`src/rtl/axi4_pkg.sv`:
```
// axi4_pkg: shared AXI4 encodings and the bridge FSM state type
package axi4_pkg;
  typedef enum logic [1:0] {
    BURST_FIXED = 2'b00,
    BURST_INCR  = 2'b01,
    BURST_WRAP  = 2'b10
  } burst_e;
  typedef enum logic [1:0] {
    RESP_OKAY   = 2'b00,
    RESP_EXOKAY = 2'b01,
    RESP_SLVERR = 2'b10,
    RESP_DECERR = 2'b11
  } resp_e;
  localparam logic [2:0] SIZE_64B = 3'd3;
  typedef enum logic [2:0] {
    S_IDLE,
    S_RD_ADDR,
    S_RD_DATA,
    S_WR,
    S_WR_RESP
  } state_e;
endpackage

```
`src/rtl/axi4_rsp_buf.sv`:
```
// axi4_rsp_buf: one-entry valid/ready buffer for {data, last, err}, load and drain allowed together
module axi4_rsp_buf #(
  parameter int W = 64
) (
  input  logic         clk,
  input  logic         rst_n,
  input  logic         load,
  input  logic [W-1:0] in_data,
  input  logic         in_last,
  input  logic         in_err,
  input  logic         rsp_ready,
  output logic         rsp_valid,
  output logic [W-1:0] rsp_data,
  output logic         rsp_last,
  output logic         rsp_err,
  output logic         can_load
);
  assign can_load = !rsp_valid || rsp_ready;
  always_ff @(posedge clk or negedge rst_n)
    if (!rst_n) begin
      rsp_valid <= 1'b0;
      rsp_data  <= '0;
      rsp_last  <= 1'b0;
      rsp_err   <= 1'b0;
    end else if (load) begin
      rsp_valid <= 1'b1;
      rsp_data  <= in_data;
      rsp_last  <= in_last;
      rsp_err   <= in_err;
    end else if (rsp_ready) begin
      rsp_valid <= 1'b0;
    end
endmodule

```
`src/rtl/axi4_master_bridge.sv`:
```
// axi4_master_bridge: simple request port to AXI4 master, INCR burst reads and single-beat writes
module axi4_master_bridge
  import axi4_pkg::*;
#(
  parameter logic [3:0] AXI_ID = 4'd0
) (
  input  logic        i_aclk,
  input  logic        i_areset_n,
  input  logic        i_req_valid,
  output logic        o_req_ready,
  input  logic        i_req_wr,
  input  logic [7:0]  i_req_addr,
  input  logic [7:0]  i_req_len,
  input  logic [63:0] i_req_wdata,
  input  logic [7:0]  i_req_wstrb,
  output logic        o_rsp_valid,
  input  logic        i_rsp_ready,
  output logic [63:0] o_rsp_data,
  output logic        o_rsp_last,
  output logic        o_rsp_err,
  output logic [3:0]  o_arid,
  output logic [7:0]  o_araddr,
  output logic [7:0]  o_arlen,
  output logic [2:0]  o_arsize,
  output logic [1:0]  o_arburst,
  output logic        o_arlock,
  output logic [3:0]  o_arcache,
  output logic [2:0]  o_arprot,
  output logic [3:0]  o_arqos,
  output logic [3:0]  o_arregion,
  output logic        o_aruser,
  output logic        o_arvalid,
  input  logic        i_arready,
  input  logic [3:0]  i_rid,
  input  logic [63:0] i_rdata,
  input  logic [1:0]  i_rresp,
  input  logic        i_rlast,
  input  logic        i_ruser,
  input  logic        i_rvalid,
  output logic        o_rready,
  output logic [3:0]  o_awid,
  output logic [7:0]  o_awaddr,
  output logic [7:0]  o_awlen,
  output logic [2:0]  o_awsize,
  output logic [1:0]  o_awburst,
  output logic        o_awlock,
  output logic [3:0]  o_awcache,
  output logic [2:0]  o_awprot,
  output logic [3:0]  o_awqos,
  output logic [3:0]  o_awregion,
  output logic        o_awuser,
  output logic        o_awvalid,
  input  logic        i_awready,
  output logic [3:0]  o_wid,
  output logic [63:0] o_wdata,
  output logic [7:0]  o_wstrb,
  output logic        o_wlast,
  output logic        o_wuser,
  output logic        o_wvalid,
  input  logic        i_wready,
  input  logic [3:0]  i_bid,
  input  logic [1:0]  i_bresp,
  input  logic        i_buser,
  input  logic        i_bvalid,
  output logic        o_bready
);
  state_e      state, state_nx;
  logic [7:0]  addr_q, len_q, cnt_q, wstrb_q;
  logic [63:0] wdata_q;
  logic        aw_done, w_done, aw_nx, w_nx;
  logic        req_hs, r_hs, b_hs, can_load, ld_err;
  logic        unused;
  assign unused = ^{i_rid, i_bid, i_ruser, i_buser};
  assign o_arid     = AXI_ID;
  assign o_awid     = AXI_ID;
  assign o_wid      = AXI_ID;
  assign o_arsize   = SIZE_64B;
  assign o_awsize   = SIZE_64B;
  assign o_arburst  = BURST_INCR;
  assign o_awburst  = BURST_INCR;
  assign o_awlen    = 8'd0;
  assign o_arlock   = 1'b0;
  assign o_arcache  = 4'd0;
  assign o_arprot   = 3'd0;
  assign o_arqos    = 4'd0;
  assign o_arregion = 4'd0;
  assign o_aruser   = 1'b0;
  assign o_awlock   = 1'b0;
  assign o_awcache  = 4'd0;
  assign o_awprot   = 3'd0;
  assign o_awqos    = 4'd0;
  assign o_awregion = 4'd0;
  assign o_awuser   = 1'b0;
  assign o_wuser    = 1'b0;
  assign o_wlast    = 1'b1;
  assign o_araddr   = addr_q;
  assign o_awaddr   = addr_q;
  assign o_arlen    = len_q;
  assign o_wdata    = wdata_q;
  assign o_wstrb    = wstrb_q;
  // req_ready is gated by reset so every ready reads low while reset is held
  assign o_req_ready = i_areset_n && state == S_IDLE && !o_rsp_valid;
  assign o_arvalid   = state == S_RD_ADDR;
  assign o_rready    = state == S_RD_DATA && can_load;
  assign o_awvalid   = state == S_WR && !aw_done;
  assign o_wvalid    = state == S_WR && !w_done;
  assign o_bready    = state == S_WR_RESP && !o_rsp_valid;
  assign req_hs = i_req_valid && o_req_ready;
  assign r_hs   = i_rvalid && o_rready;
  assign b_hs   = i_bvalid && o_bready;
  assign aw_nx  = aw_done || (o_awvalid && i_awready);
  assign w_nx   = w_done || (o_wvalid && i_wready);
  // a beat is flagged when the slave's rlast disagrees with the requested length
  assign ld_err = r_hs ? (i_rresp != RESP_OKAY || i_rlast != (cnt_q == len_q)) : (i_bresp != RESP_OKAY);
  always_comb begin
    state_nx = state;
    unique case (state)
      S_IDLE:    state_nx = req_hs ? (i_req_wr ? S_WR : S_RD_ADDR) : S_IDLE;
      S_RD_ADDR: state_nx = i_arready ? S_RD_DATA : S_RD_ADDR;
      S_RD_DATA: state_nx = (r_hs && i_rlast) ? S_IDLE : S_RD_DATA;
      S_WR:      state_nx = (aw_nx && w_nx) ? S_WR_RESP : S_WR;
      S_WR_RESP: state_nx = b_hs ? S_IDLE : S_WR_RESP;
      default:   state_nx = S_IDLE;
    endcase
  end
  always_ff @(posedge i_aclk or negedge i_areset_n)
    if (!i_areset_n) begin
      state   <= S_IDLE;
      addr_q  <= '0;
      len_q   <= '0;
      cnt_q   <= '0;
      wdata_q <= '0;
      wstrb_q <= '0;
      aw_done <= 1'b0;
      w_done  <= 1'b0;
    end else begin
      state <= state_nx;
      if (req_hs) begin
        addr_q  <= i_req_addr;
        len_q   <= i_req_len;
        wdata_q <= i_req_wdata;
        wstrb_q <= i_req_wstrb;
      end
      cnt_q   <= req_hs ? 8'd0 : r_hs ? cnt_q + 8'd1 : cnt_q;
      aw_done <= state_nx == S_WR && aw_nx;
      w_done  <= state_nx == S_WR && w_nx;
    end
  axi4_rsp_buf #(.W(64)) u_rsp_buf (
    .clk       (i_aclk),
    .rst_n     (i_areset_n),
    .load      (r_hs || b_hs),
    .in_data   (r_hs ? i_rdata : 64'd0),
    .in_last   (r_hs ? i_rlast : 1'b1),
    .in_err    (ld_err),
    .rsp_ready (i_rsp_ready),
    .rsp_valid (o_rsp_valid),
    .rsp_data  (o_rsp_data),
    .rsp_last  (o_rsp_last),
    .rsp_err   (o_rsp_err),
    .can_load  (can_load)
  );
endmodule

```
`config.mk`:
```
export PLATFORM = sky130hd
export DESIGN_NAME = axi4_master_bridge
export DESIGN_NICKNAME = d
export VERILOG_FILES = /design/src/rtl/axi4_pkg.sv /design/src/rtl/axi4_rsp_buf.sv /design/src/rtl/axi4_master_bridge.sv
export SDC_FILE = /design/constraint.sdc
export NUM_CORES = 1
export LEC_CHECK = 0
export ABC_CLOCK_PERIOD_IN_PS = 1970
export CORE_ASPECT_RATIO = 0.5
export CORE_MARGIN = 4
export CORE_UTILIZATION = 38
export DETAILED_ROUTE_END_ITERATION = 7
export PLACE_DENSITY = 0.85
export SLEW_MARGIN = 40
export SYNTH_ARGS = -nofsm -noshare
export SYNTH_HDL_FRONTEND = slang
export SYNTH_SLANG_ARGS = --single-unit
```
`constraint.sdc`:
```
create_clock -name i_aclk -period 1.97 [get_ports i_aclk]
set_input_delay 0.394 -clock i_aclk [delete_from_list [all_inputs] [get_ports i_aclk]]
set_output_delay 0.394 -clock i_aclk [all_outputs]
set_load 0.02 [all_outputs]
```
Word level (Yosys, flattened, before mapping)
Index checks and enable logic that the tools add are counted.
Operators by class
  reductions and logical operators: 28
  shifts and indexed selects: 0
  add/sub/neg operators: 1
  bitwise gates (word level): 0
  divide/modulo/power cells: 0
  equal/unequal tests: 7
  $lt $le $gt $ge: 0
  multipliers: 0
  mux-type cells: 14
Operators with widths (number)
  two-way mux 64 bit: 1
  two-way mux 8 bit: 2
  logical AND 1 bit: 15
  case mux 3 bit (5 select lines): 1
  == test 3 x 2 -> 1 bit (second input constant): 3
  adder 8 x 1 -> 8 bit (second input constant): 1
  == test 8 bit: 1
  two-way mux 2 bit: 4
  nonzero test 2 bit: 4
  two-way mux 3 bit: 2
  logical OR 1 bit: 5
  two-way mux 1 bit: 4
  == test 3 x 1 -> 1 bit (second input constant): 1
  == test 3 bit (second input constant): 1
  zero test 1 bit: 3
  zero test 3 bit: 1
  != test 1 bit: 1
Storage, ports and cells
  logic and storage cells: 62
  memory bits (read-only): 0
  bits in writable memories: 0
  latch bits: 0
  bits in registers: 168
  output and inout port bits: 235
  memories: 0

Logic depth before layout (Yosys ltp)
  word-level depth: 9
  mapped depth: 7

Cells and area by module
Synthesis repeated with hierarchy kept, for this count alone.
Second synthesis, totals
  cell total of the unflattened synthesis: 750
  area, all modules: 7732.4 sq um
Modules (own cells, without submodules)
  axi4_master_bridge: area an instance 5134.9 sq um, times used 1, seq. area each 2527.4 sq um, cells each 608
  axi4_rsp_buf: area an instance 2597.5 sq um, times used 1, seq. area each 1676.6 sq um, cells each 142

Least setup slack after synthesis
OpenSTA, ideal clock, no wires.
  kind: register to register
  from: reg u_rsp_buf.rsp_valid
  to: reg u_rsp_buf.rsp_data[38]
  arrival time: 1.809 ns
  data required time: 1.849 ns
  buffers on the path: 2
  stages on the path, launching flop included: 6
  slack: 0.040 ns
  cells stage by stage: dfrtp_1 nor4b_2 a21oi_1 buf_4 buf_2 a22o_1
On the way
  elaborated cells between the ends (all ways): 8
RTL lines
  from (decl): line axi4_rsp_buf.sv:12  | output logic rsp_valid,
  from (signal assigned): line axi4_rsp_buf.sv:21  | rsp_valid <= 1'b0;
  from (signal assigned): line axi4_rsp_buf.sv:26  | rsp_valid <= 1'b1;
  from (signal assigned): line axi4_rsp_buf.sv:31  | rsp_valid <= 1'b0;
  zero test 1 bit: line axi4_master_bridge.sv:107  | assign o_bready = state == S_WR_RESP && !o_rsp_valid;
  logical AND 1 bit: line axi4_master_bridge.sv:107
  via o_bready: line axi4_master_bridge.sv:65  | output logic o_bready
  logical AND 1 bit: line axi4_master_bridge.sv:110  | assign b_hs = i_bvalid && o_bready;
  logical OR 1 bit: line axi4_master_bridge.sv:151  | .load (r_hs || b_hs),
  to (signal assigned): line axi4_rsp_buf.sv:27  | rsp_data <= in_data;
  to (decl): line axi4_rsp_buf.sv:13  | output logic [W-1:0] rsp_data,
The timed path passes the listed nets, and every way through them passes these cells.
A chain may end at the register's enable or synchronous reset.

Worst setup path in the final report
  from: reg state[2]
  to: out o_rready
On the way
  cells in the longest elaborated chain, start to end: 2
Ends and longest elaborated chain
  from (decl): line axi4_master_bridge.sv:67  | state_e state, state_nx;
  from (signal assigned): line axi4_master_bridge.sv:137  | state <= state_nx;
  == test 3 x 2 -> 1 bit: line axi4_master_bridge.sv:104  | assign o_rready = state == S_RD_DATA && can_load;
  logical AND 1 bit: line axi4_master_bridge.sv:104
  to (decl): line axi4_master_bridge.sv:40  | output logic o_rready,
Every way passes these cells.

==> flow_summary.ini <==
[sta]
timing.final.hold_violations = 0
setup_ws_ns = 0.01359
setup_violations = 0
rsz0062_at_grt = yes
max-slew-margin-rel = 0.6156
max_freq_mhz = 511.1
layout_min_cycle_time_ns = 1.956
fin_skew_ns = 0.01347
post-route-period-util = 0.9931
slew_viol_final = 0
worstMarginPinSlew_ns = 0.5713

[floorplan]
rows = 34
start_util = 0.3957
design.core.area_um2 = 17780
die_y_um = 104.2
fp.dieW_um = 200.4
ios = 412
dieArea_um2 = 20890

[logic_synthesis]
seq_area_frac_synth = 0.5975
netlist_area_um2 = 7035
syn_inst = 697
yosys.area.top_type = dfrtp_1
async_reset_ff_frac = 1.000
synth_area_leaders = dfrtp_1 60%, nand2_1 15%, buf_4 8.2%
synth_flop_cell = dfrtp_1
syn_avg_cell_area_um2 = 10.09
synth-seq-cells = 168
yosys_warnings = 0
synthDistinctLibCells = 36
synth_edf_count = 0
synth_top_area_frac = 0.5975

[global_route]
grt_pass1_wl_um = 34780
track_usage = 0.2075
grt_pass1_vias = 6282
antenna_found_initial = 0
overflow = 0
grt_max_degree = 169

[clocking]
path_clk_slew_ns = 0.07
worstSkewPairLatency_ns = 0.42
cts_tree = yes
cts_inserted_buffers = 17
clock_sinks = 168
htree_levels = 4
clock_path_buffers = 2
root_buffer = clkbuf_16

[detailed_routing]
first_pass_iters = 4
finalWirelength_um = 22450
drt_iter0_drc = 332
ant_nets = 0
via_per_inst = 4.734
drc = 0
via_count = 6069
wl_per_cell_um = 17.51

[final_layout]
diodes = 0
final_common_cell = clkdlybuf4s50_1
fill_cells = 1406
syn_to_final_growth_pct = 58.51
layout_common_cells = 327 x clkdlybuf4s50_1, 274 x nand2_1, 166 x dfrtp_1
nNetsFinal = 1213
drive_above_1_share = 0.07634

[worst_setup_path]
crit_fanout = 6
reg2reg_from = state[0]
cp-end-kind = output pin
cp_data_required_time_ns = 1.58
startpoint_type = flop
cp-startpoint = state[2]
cp_data_arrival_time_ns = 1.56
critPathKind = reg -> out

[power]
powerDensity_nw_per_um2 = 1626
ir_worst_vdd_v = 0.0006766
finalPower_mw = 18.14
power_leakage_nw = 5.350

[job]
cap_viol_max_count = 0

[hold_path]
holdCritStartpoint = o_wdata[42]
min_path_type = reg -> reg

[placed_design]
dp_slack_ns = -0.1234
io_buffers = 335
place.gp.congestion = 0.8437
hpwl_um = 16580

[outcome]
status = complete, no violations
==> synth_stat cells (3+ instances only) <==
cell,count
inv_1,3
a22o_1,64
buf_4,77
nand2_1,275
nor4_1,3
nor2_1,11
nand3_1,3
buf_2,12
clkbuf_1,20
xnor2_1,3
dfrtp_1,168
o21ai_0,5
nor2b_1,4
and2_1,3
a21oi_1,9
xor2_1,8
==> stage by stage <==
step	TNS, ns	hold slack (ns)	std cells	utilization	area [um^2]
final	0	0.4743	1282	0.6271	11150
after global routing	-0.1429	0.4826	1282	0.6271	11150
after CTS	-0.02266	0.1970	1277	0.6242	11100
after detailed placement	-3.239	0.4610	1244	0.5897	10490
after global placement	-0.04469	0.4567	1244	0.5897	10490
after floorplan	0	0.09841	761	-	7276
==> cell type report <==
type                            instances  area (um^2)  area share
Timing Repair Buffer                  364         3669      0.3290
Multi-Input combinational cell        481         2406      0.2158
Sequential cell                       168         4207      0.3772
Tap cell                              234        292.8     0.02625
Clock inverter                         13        133.9     0.01200
Inverter                                3        11.26    0.001010
Clock buffer                           19        432.9     0.03882
==> per-layer routing <==
| metal | vias to the layer above | track usage | wire (um) |
|---|---|---|---|
| li1 | 2820 | - | - |
| met1 | 2980 | 0.2390 | 8708 |
| met2 | 218 | 0.3814 | 12040 |
| met3 | 51 | 0.04548 | 1041 |
| met4 | 0 | 0.07556 | 660 |
| met5 | - | 0 | 0 |
==> path summary, 6_finish.rpt <==
check	to	slack, ns	depth (start not counted)
max reg2reg	cnt_q[5]	0.09	5
min reg2reg	o_wdata[42]	0.47	2
max	o_rready	0.01	3
min in group asynchronous	u_rsp_buf.rsp_last	0.56	3
max in group asynchronous	state[2]	0.64	4
min	o_wdata[42]	0.47	2
==> critical path, stage by stage (launching register included) <==
cell and delay [ns]:
dfrtp_2 0.45, or3b_4 0.44, nor2_4 0.13, buf_12 0.12
==> flip-flops by register name (all words and copies together), names as in the netlist <==
signal               flops
cnt_q                    8
u_rsp_buf.rsp_valid      1
aw_done                  1
o_wdata                 64
state                    3
u_rsp_buf.rsp_data      64
o_araddr                 8
u_rsp_buf.rsp_last       1
o_arlen                  8
w_done                   1
o_wstrb                  8
u_rsp_buf.rsp_err        1
==> cells by family (layout without fill, tap and decap cells) <==
group                      Yosys count  after routing  share of synthesized area
DFF                                168            168                     0.5975
xor gates and xnor gates            11             11                    0.01369
adders and majority gates            1              1                   0.001778
other                                2             66                   0.001067
AOI/OAI and AO/OA                   86             86                    0.09817
buffers and inverters              112            399                     0.1030
muxes                                1              1                   0.001423
and+or+nand+nor                    316            316                     0.1834
==> repair_timing <==
item | CTS | global route
pin swaps | 2 | 0
setup endpoints to repair | 8 | 8
hold buffers | 0 | 1
resized for setup | 22 | 4
endpoints found under the hold margin | 0 | 7
setup buffers | 1 | 3
==> power breakdown <==
group	total (mW)	internal, mW	leakage (nW)	switching [mW]
clock network	3.26	1.78	0.273	1.48
logic	8.92	4.26	2.97	4.66
registers	5.95	4.97	2.11	0.980
total	18.1	11.0	5.35	7.12
No activity file was read; power rests on OpenSTA's default activity.
